<file path="src/rtl/axi_rd_arbiter.sv">
// rtl/axi_rd_arbiter.sv - round-robin share of one AXI read channel between icache and dcache
module axi_rd_arbiter #(
  parameter int          ADDR_W = 32,
  parameter int          DATA_W = 32,
  parameter logic [3:0]  ID_I   = 4'd0,
  parameter logic [3:0]  ID_D   = 4'd1
) (
  input  logic              clk,
  input  logic              rstn,
  input  logic              i_arvalid,
  input  logic [ADDR_W-1:0] i_araddr,
  input  logic [7:0]        i_arlen,
  output logic              i_arready,
  output logic              i_rvalid,
  output logic [DATA_W-1:0] i_rdata,
  output logic              i_rlast,
  input  logic              i_rready,
  input  logic              d_arvalid,
  input  logic [ADDR_W-1:0] d_araddr,
  input  logic [7:0]        d_arlen,
  output logic              d_arready,
  output logic              d_rvalid,
  output logic [DATA_W-1:0] d_rdata,
  output logic              d_rlast,
  input  logic              d_rready,
  output logic              m_arvalid,
  output logic [ADDR_W-1:0] m_araddr,
  output logic [7:0]        m_arlen,
  output logic [3:0]        m_arid,
  output logic [2:0]        m_arsize,
  output logic [1:0]        m_arburst,
  input  logic              m_arready,
  input  logic              m_rvalid,
  input  logic [DATA_W-1:0] m_rdata,
  input  logic              m_rlast,
  output logic              m_rready,
  output logic              len_err
);

  typedef enum logic [1:0] {S_IDLE, S_AR, S_RD} state_t;

  state_t            state_q, state_d;
  logic [ADDR_W-1:0] addr_q, addr_d;
  logic [7:0]        len_q, len_d;
  logic              owner_q, owner_d;         // 0 = icache, 1 = dcache
  logic              last_grant_q, last_grant_d;
  logic [7:0]        cnt_q, cnt_d;
  logic              len_err_q, len_err_d;
  logic              grant;

  assign m_arsize  = 3'b010;
  assign m_arburst = 2'b01;
  assign len_err   = len_err_q;

  always_comb begin
    state_d      = state_q;
    addr_d       = addr_q;
    len_d        = len_q;
    owner_d      = owner_q;
    last_grant_d = last_grant_q;
    cnt_d        = cnt_q;
    len_err_d    = 1'b0;
    grant        = 1'b0;
    m_arvalid    = 1'b0;
    m_araddr     = '0;
    m_arlen      = '0;
    m_arid       = '0;
    m_rready     = 1'b0;
    i_arready    = 1'b0;
    d_arready    = 1'b0;
    i_rvalid     = 1'b0;
    d_rvalid     = 1'b0;
    i_rlast      = 1'b0;
    d_rlast      = 1'b0;
    i_rdata      = m_rdata;
    d_rdata      = m_rdata;

    case (state_q)
      S_IDLE: begin
        if (i_arvalid || d_arvalid) begin
          grant        = (i_arvalid && d_arvalid) ? ~last_grant_q : d_arvalid;
          owner_d      = grant;
          last_grant_d = grant;
          addr_d       = grant ? d_araddr : i_araddr;
          len_d        = grant ? d_arlen : i_arlen;
          state_d      = S_AR;
        end
      end
      S_AR: begin
        m_arvalid = 1'b1;
        m_araddr  = addr_q;
        m_arlen   = len_q;
        m_arid    = owner_q ? ID_D : ID_I;
        if (m_arready) begin
          i_arready = ~owner_q;
          d_arready = owner_q;
          cnt_d     = '0;
          state_d   = S_RD;
        end
      end
      S_RD: begin
        m_rready = owner_q ? d_rready : i_rready;
        i_rvalid = ~owner_q & m_rvalid;
        d_rvalid = owner_q & m_rvalid;
        i_rlast  = ~owner_q & m_rlast;
        d_rlast  = owner_q & m_rlast;
        if (m_rvalid && m_rready) begin
          cnt_d = (cnt_q == 8'hFF) ? cnt_q : cnt_q + 8'd1;
          if (m_rlast) begin
            // beats seen including this one is cnt_q+1, expected is len_q+1
            len_err_d = (cnt_q != len_q);
            state_d   = S_IDLE;
          end
        end
      end
      default: state_d = S_IDLE;
    endcase
  end

  always_ff @(posedge clk) begin
    if (!rstn) begin
      state_q      <= S_IDLE;
      addr_q       <= '0;
      len_q        <= '0;
      owner_q      <= 1'b0;
      last_grant_q <= 1'b1;
      cnt_q        <= '0;
      len_err_q    <= 1'b0;
    end else begin
      state_q      <= state_d;
      addr_q       <= addr_d;
      len_q        <= len_d;
      owner_q      <= owner_d;
      last_grant_q <= last_grant_d;
      cnt_q        <= cnt_d;
      len_err_q    <= len_err_d;
    end
  end

endmodule

</file>
<file path="config.mk">
export PLATFORM = sky130hd
export DESIGN_NAME = axi_rd_arbiter
export DESIGN_NICKNAME = d
export VERILOG_FILES = /design/src/rtl/axi_rd_arbiter.sv
export SDC_FILE = /design/constraint.sdc
export NUM_CORES = 1
export LEC_CHECK = 0
export CORE_AREA = 2 2 94 96
export CTS_CLUSTER_SIZE = 30
export DETAILED_ROUTE_END_ITERATION = 8
export DIE_AREA = 0 0 96 98
export DONT_BUFFER_PORTS = 1
export PLACE_DENSITY = 0.64
export RECOVER_POWER = 50
export SLEW_MARGIN = 10
export SYNTH_ARGS = -nofsm -noshare
export SYNTH_HDL_FRONTEND = slang
export SYNTH_SLANG_ARGS = --single-unit
</file>
<file path="constraint.sdc">
create_clock -name clk -period 2.05 [get_ports clk]
set_clock_uncertainty 0.2 [all_clocks]
set_input_delay 0.205 -clock clk [delete_from_list [all_inputs] [get_ports clk]]
set_output_delay 0.205 -clock clk [all_outputs]
set_load 0.05 [all_outputs]
</file>
==> results of run 1 <==
==> stage by stage <==
step	setup slack, ns	utilization (%)	area (sq um)
global placement	0.3401	39.17	3316
floorplan	0.2331	-	3513
finish	0.03688	51.94	4397
detailed placement	0.3085	39.17	3316
global route	-0.03257	51.94	4397
CTS	0.03113	50.19	4249
==> cell families (layout without fill, tap and decap cells) <==
logic type               after synthesis  after routing  synth area share (%)
AND/OR/NAND/NOR                      124            124                 18.61
buffers and inverters                100            143                 19.72
AO/OA/AOI/OAI                         63             63                 16.46
flip-flops                            53             53                 30.41
multiplexers                          42             42                 12.23
XOR/XNOR                               8              8                 2.008
other                                  2              8                0.2152
adder cells (fa/ha/maj)                1              1                0.3585
==> worst max-delay path by stage <==
stage / end / slack [ns] / from / cells past startpoint
CTS: addr_q[15]$_SDFFE_PN0P_ / 0.03 / last_grant_q$_SDFFE_PN1P_ / 6
finish: addr_q[14]$_SDFFE_PN0P_ / 0.04 / last_grant_q$_SDFFE_PN1P_ / 6
detailed placement: cnt_q[5]$_SDFFE_PN0P_ / 0.31 / cnt_q[0]$_SDFFE_PN0P_ / 6
floorplan: m_araddr[20] / 0.23 / state_q[0]$_SDFFE_PN0P_ / 4
global route: addr_q[14]$_SDFFE_PN0P_ / -0.03 / last_grant_q$_SDFFE_PN1P_ / 6
global placement: cnt_q[5]$_SDFFE_PN0P_ / 0.34 / cnt_q[2]$_SDFFE_PN0P_ / 5
==> per-layer routing <==
| layer | GRT usage, % | routed length, microns |
|---|---|---|
| met4 | 9.560 | 411 |
| met1 | 23.10 | 3695 |
| met3 | 6.250 | 801 |
| met5 | 0 | 0 |
| met2 | 37.45 | 5427 |
==> area by class of cell <==
class                   count  area [sq um]
fillers                   752          4069
multi-input cells         246          1805
repair buffers            134          1308
flip-flops and latches     53          1062
well taps                 108         135.1
clock buffers               6         72.57
clock inverters             2         10.01
inverters                   1         3.754
==> synth_stat cells (all sizes together) (3+ instances only) <==
cell | n | area [sq um]
nor4 | 3 | 18.77
dfxtp | 53 | 1061
and3 | 6 | 40.03
o22a | 4 | 35.03
o211a | 40 | 400.4
nand3 | 8 | 40.04
nand2 | 47 | 176.4
xor2 | 8 | 70.07
a21boi | 3 | 22.52
and2 | 43 | 272.8
o21ai | 5 | 25.02
nor2 | 7 | 26.28
buf | 86 | 635.6
mux2i | 40 | 400.4
clkbuf | 13 | 48.80
nor2b | 3 | 18.77
==> state kept, by name, indices dropped and copies added, names as in the netlist <==
name	flops
last_grant_q	1
len_err	1
cnt_q	8
owner_q	1
addr_q	32
len_q	8
state_q	2
==> cells in the final DEF, fill, tap and decap left out, drive strengths merged, types with 4 or more instances in the layout <==
master | Yosys | final
nor2 | 7 | 7
conb | 2 | 8
dlymetal6s4s | 0 | 5
mux2i | 40 | 40
clkbuf | 13 | 8
nand3 | 8 | 8
o211a | 40 | 40
o22a | 4 | 4
o21ai | 5 | 5
dfxtp | 53 | 53
dlygate4sd3 | 0 | 77
and3 | 6 | 6
xor2 | 8 | 8
nand2 | 47 | 47
buf | 86 | 50
and2 | 43 | 43
==> power by group through the flow <==
stage	Sequential [mW]	Combinational [mW]	Clock, mW
after global routing	1.22	1.04	0.645
after floorplan	1.20	0.969	0
after CTS	1.21	0.911	0.607
after global placement	1.23	0.742	0
final	1.21	0.972	0.585
after detailed placement	1.23	0.752	0
==> worst max-delay path: cells and delay by family (launching register included) <==
| family | cells | cell delay, ns |
|---|---|---|
| muxes | 1 | 0.20 |
| AOI/OAI and AO/OA | 2 | 0.38 |
| buffers and inverters | 2 | 0.73 |
| and+or+nand+nor | 1 | 0.06 |
| DFF | 1 | 0.35 |
==> timing repair <==
action / 4_1_cts / 5_1_grt
setup buffers: 0 / 8
endpoints found under the setup margin: 0 / 49
resized for setup: 0 / 22
hold buffers: 84 / 0
hold endpoints to repair: 46 / 0
==> impl_metrics.env, run 1 <==
export IMPL_status="finished, violations left"
export IMPL_rsz0062_at_grt="true"
export IMPL_seq_area_frac_synth_pct=30.41
export IMPL_final_net_count=563
export IMPL_hold_viol_final=2
export IMPL_antenna_found_initial=0
export IMPL_r2r_start="last_grant_q$_SDFFE_PN1P_"
export IMPL_power_net_switching_uw=960.5
export IMPL_failed_checks="hold timing"
export IMPL_ys_types=42
export IMPL_gp_congestion=1.013
export IMPL_syn_inst=393
export IMPL_fmax_mhz=496.7
export IMPL_cts_sinks=53
export IMPL_critPathSlowestCell="dlygate4sd3_1"
export IMPL_grt_util_all_layers_pct=21.30
export IMPL_crit_arrival_ns=2.01
export IMPL_hold_end="addr_q[12]$_SDFFE_PN0P_"
export IMPL_via_count=2913
export IMPL_whs_ns=-0.01179
export IMPL_end_kind="register"
export IMPL_grt_ovfl_total=0
export IMPL_period_share_pct=98.20
export IMPL_clockRootBuffer="clkbuf_8"
export IMPL_drtIter0Drc=133
export IMPL_r2r_end="addr_q[14]$_SDFFE_PN0P_"
export IMPL_clk_latency_ns=0.31
export IMPL_combPwrFrac_pct=35.2
export IMPL_grt_pass1_vias=2932
export IMPL_critPathKind="reg2reg"
export IMPL_io_pins=243
export IMPL_dpl_cell_count=449
export IMPL_start_util_pct=41.22
export IMPL_powerDensity_nw_per_um2=629.0
export IMPL_drtPass1Iterations=5
export IMPL_wl_per_cell_microns=18.79
export IMPL_avgSynthCellArea_sq_um=8.879
export IMPL_layout_drive_gt1_share_pct=19.68
export IMPL_reg2reg_slack_ns=0.04
export IMPL_placementRows=34
export IMPL_yosys_register_bits=53
export IMPL_pwr_share_clk_pct=21.1
export IMPL_die_area_sq_um=9408
export IMPL_die_h_microns=98
export IMPL_internal_power_mw=1.805
export IMPL_path_clk_slew_ns=0.10
export IMPL_setup_worst_path_start_class="register"
export IMPL_cts_tree="done"
export IMPL_slew_limit_headroom_pct=66.67
export IMPL_synth_async_sr_flop_share_pct=0
export IMPL_p_seq_share_pct=43.7
export IMPL_slew_violations=0
export IMPL_ff2ff_path_depth=6
export IMPL_synth_flop_cell="dfxtp_1"
export IMPL_worstHoldStart="d_araddr[12]"
export IMPL_total_power_mw=2.766
export IMPL_crit_required_ns=2.05
export IMPL_antenna_cells=0
export IMPL_die_w_microns=96
export IMPL_hp_class="in2reg"
export IMPL_cts_buffers=5
export IMPL_synth_area_sq_um=3490
export IMPL_yosysWarnings=0
export IMPL_drv_cap=0
export IMPL_max_stage_delay_ns=0.56
export IMPL_htreeDepth=2
export IMPL_cp_max_fo=5
export IMPL_dp_hpwl_microns=6204
export IMPL_area_growth_pct=26.00
export IMPL_path_cells="a21boi_4, buf_12, mux2i_1, dlygate4sd3_1, nand2_1, o211a_1"
export IMPL_tns_ns=0
export IMPL_grt_max_degree=50
export IMPL_core_sq_um=8466
export IMPL_worstMarginPinSlew_ns=0.4992
export IMPL_clockBufferDepth=2
export IMPL_setup_viol=0
export IMPL_ant_nets=0
export IMPL_portBuffers=0
export IMPL_whs_path_depth=3
export IMPL_power_leakage_nw=2.282
export IMPL_drt_vias_per_instance=5.296
export IMPL_switching_share_pct=34.73
export IMPL_routed_wl_microns=10340
export IMPL_drc=0
export IMPL_vdd_drop_max_mv=0.4189
export IMPL_synth_edf_count=0
export IMPL_grt_pass1_wl_microns=15580
export IMPL_fin_crit_ns=2.013
export IMPL_fin_cells=550
No activity file was read; power rests on OpenSTA's default activity.
==> run 2: changes to the inputs <==
CORE_AREA = 2 2 95 97   (was 2 2 94 96)
DIE_AREA = 0 0 97 99   (was 0 0 96 98)
PLACE_DENSITY = 0.63   (was 0.64)
==> run 2 against run 1 <==
- the run now ends clean
- core utilization is 1.7 points lower
- via count shrank 0.31%
- cell count decreased by 1.3%
- highest routed layer unchanged
- global-route usage fell by 1.7 points
- clock-buffer cell count shrank 1
==> impl_metrics.env, run 2 (synthesis gave the netlist of run 1 again) <==
export IMPL_status="finished, final reports clean"
export IMPL_setup_worst_path_start_class="register"
export IMPL_power_leakage_nw=2.203
export IMPL_area_growth_pct=23.05
export IMPL_path_cells="nor2b_4, buf_8, and2_1, buf_4"
export IMPL_critPathKind="reg2out"
export IMPL_max_stage_delay_ns=0.41
export IMPL_htreeDepth=2
export IMPL_antenna_cells=0
export IMPL_end_kind="output port"
export IMPL_crit_required_ns=1.64
export IMPL_slew_limit_headroom_pct=59.49
export IMPL_placementRows=34
export IMPL_clockRootBuffer="clkbuf_8"
export IMPL_path_clk_slew_ns=0.11
export IMPL_drt_vias_per_instance=5.348
export IMPL_die_area_sq_um=9603
export IMPL_largest_register_ffs=32
export IMPL_drtIter0Drc=99
export IMPL_regMostFlops="addr_q"
export IMPL_crit_arrival_ns=1.59
export IMPL_grt_pass1_wl_microns=15210
export IMPL_period_share_pct=97.23
export IMPL_worstMarginPinSlew_ns=0.6077
export IMPL_die_h_microns=99
export IMPL_dpl_cell_count=451
export IMPL_cts_buffers=5
export IMPL_dp_hpwl_microns=6065
export IMPL_cts_tree="done"
export IMPL_hold_viol_final=0
export IMPL_routed_wl_microns=9676
export IMPL_wl_per_cell_microns=17.82
export IMPL_vdd_drop_max_mv=0.3784
export IMPL_via_count=2904
export IMPL_grt_ovfl_total=0
export IMPL_layout_drive_gt1_share_pct=17.24
export IMPL_reg_top3="addr_q x32, cnt_q x8, len_q x8"
export IMPL_cp_max_fo=30
export IMPL_start_util_pct=40.81
export IMPL_fin_crit_ns=1.993
export IMPL_gp_congestion=0.8713
export IMPL_mostFrequentLayoutCells="dlygate4sd3_1, dfxtp_1, nand2_1"
export IMPL_clockBufferDepth=2
export IMPL_clk_latency_ns=0.31
export IMPL_antenna_found_initial=0
export IMPL_cts_sinks=53
export IMPL_grt_pass1_vias=2940
export IMPL_crit_family="simple AND/OR/NAND/NOR gates"
export IMPL_hp_class="in2reg"
export IMPL_io_pins=243
export IMPL_path_buf_inv=2
export IMPL_drc=0
export IMPL_final_net_count=556
export IMPL_drtPass1Iterations=4
export IMPL_drv_cap=0
export IMPL_post_dp_cell_area_sq_um=3343
export IMPL_whs_ns=0.0002648
export IMPL_grt_util_all_layers_pct=19.59
export IMPL_setup_viol=0
export IMPL_fmax_mhz=501.7
export IMPL_grt_max_degree=47
export IMPL_slew_violations=0
export IMPL_fin_cells=543
export IMPL_powerDensity_nw_per_um2=644.0
export IMPL_layout_commonest_cell="dlygate4sd3_1"
export IMPL_fin_area_sq_um=4294
export IMPL_total_power_mw=2.766
export IMPL_ant_nets=0
export IMPL_die_w_microns=97
export IMPL_critPathSlowestCell="dfxtp_1"
export IMPL_portBuffers=0
export IMPL_core_sq_um=8551
[run 2: changes by cell type in the layout (fill, tap and decap cells not counted), moves of 2 or more]
cell,previous run,this run
dlygate4sd3_1,77,79
dlymetal6s4s_1,5,2
buf_4,45,40
clkbuf_16,2,0
and2_1,30,32
and2_2,13,11
[run 2: where the power goes]
group	total, mW	internal (mW)	leakage, nW	switching, mW
registers	1.21	1.14	0.438	0.0692
logic	0.942	0.409	1.72	0.533
clock network	0.616	0.244	0.0445	0.372
total	2.77	1.79	2.20	0.975
[run 2: worst min-delay path, stage by stage]
cell and delay [ns]:
mux2i_1 0.07, nand2_1 0.08, o211a_1 0.13
[run 2: final cells by class]
| type | instances | area, sq um |
|---|---|---|
| multi-input cells | 246 | 1790 |
| clock buffers | 5 | 68.82 |
| inverters | 1 | 3.754 |
| clock inverters | 3 | 21.27 |
| fillers | 755 | 4257 |
| repair buffers | 127 | 1214 |
| flip-flops and latches | 53 | 1061 |
| well taps | 108 | 135.1 |
[run 2: final timing paths]
path,cells past startpoint,end,startpoint,slack (ns)
hold / removal,3,len_q[2]$_SDFFE_PN0P_,i_arlen[2],0.0003
setup reg to reg,5,addr_q[30]$_SDFFE_PN0P_,last_grant_q$_SDFFE_PN1P_,0.10
hold reg to reg,1,addr_q[23]$_SDFFE_PN0P_,addr_q[23]$_SDFFE_PN0P_,0.30
setup / recovery,4,m_araddr[27],state_q[0]$_SDFFE_PN0P_,0.06
[run 2: through the flow]
stage                     setup slack, ns  TNS (ns)  utilization, %
after floorplan                    0.2331         0               -
after global placement             0.2812         0           39.10
after detailed placement           0.2599         0           39.10
after CTS                        0.001001         0           50.09
after global routing            -0.007607  -0.01443           50.22
final                             0.05669         0           50.22
[run 2: repair_timing]
action | in CTS | in global routing
buffers inserted | 0 | 2
resized for setup | 11 | 6
setup endpoints to repair | 37 | 36
pin swaps | 0 | 0
hold buffers | 82 | 0
cloned | 0 | 0
hold endpoints to repair | 46 | 0
[run 2: metal layers]
metal / GRT usage [%] / routed length [microns] / vias to the layer above
met5: 0 / 0 / -
met4: 7.584 / 228 / 0
met3: 6.241 / 733 / 28
met2: 35.31 / 4955 / 153
met1: 21.44 / 3759 / 1375
li1: - / - / 1348
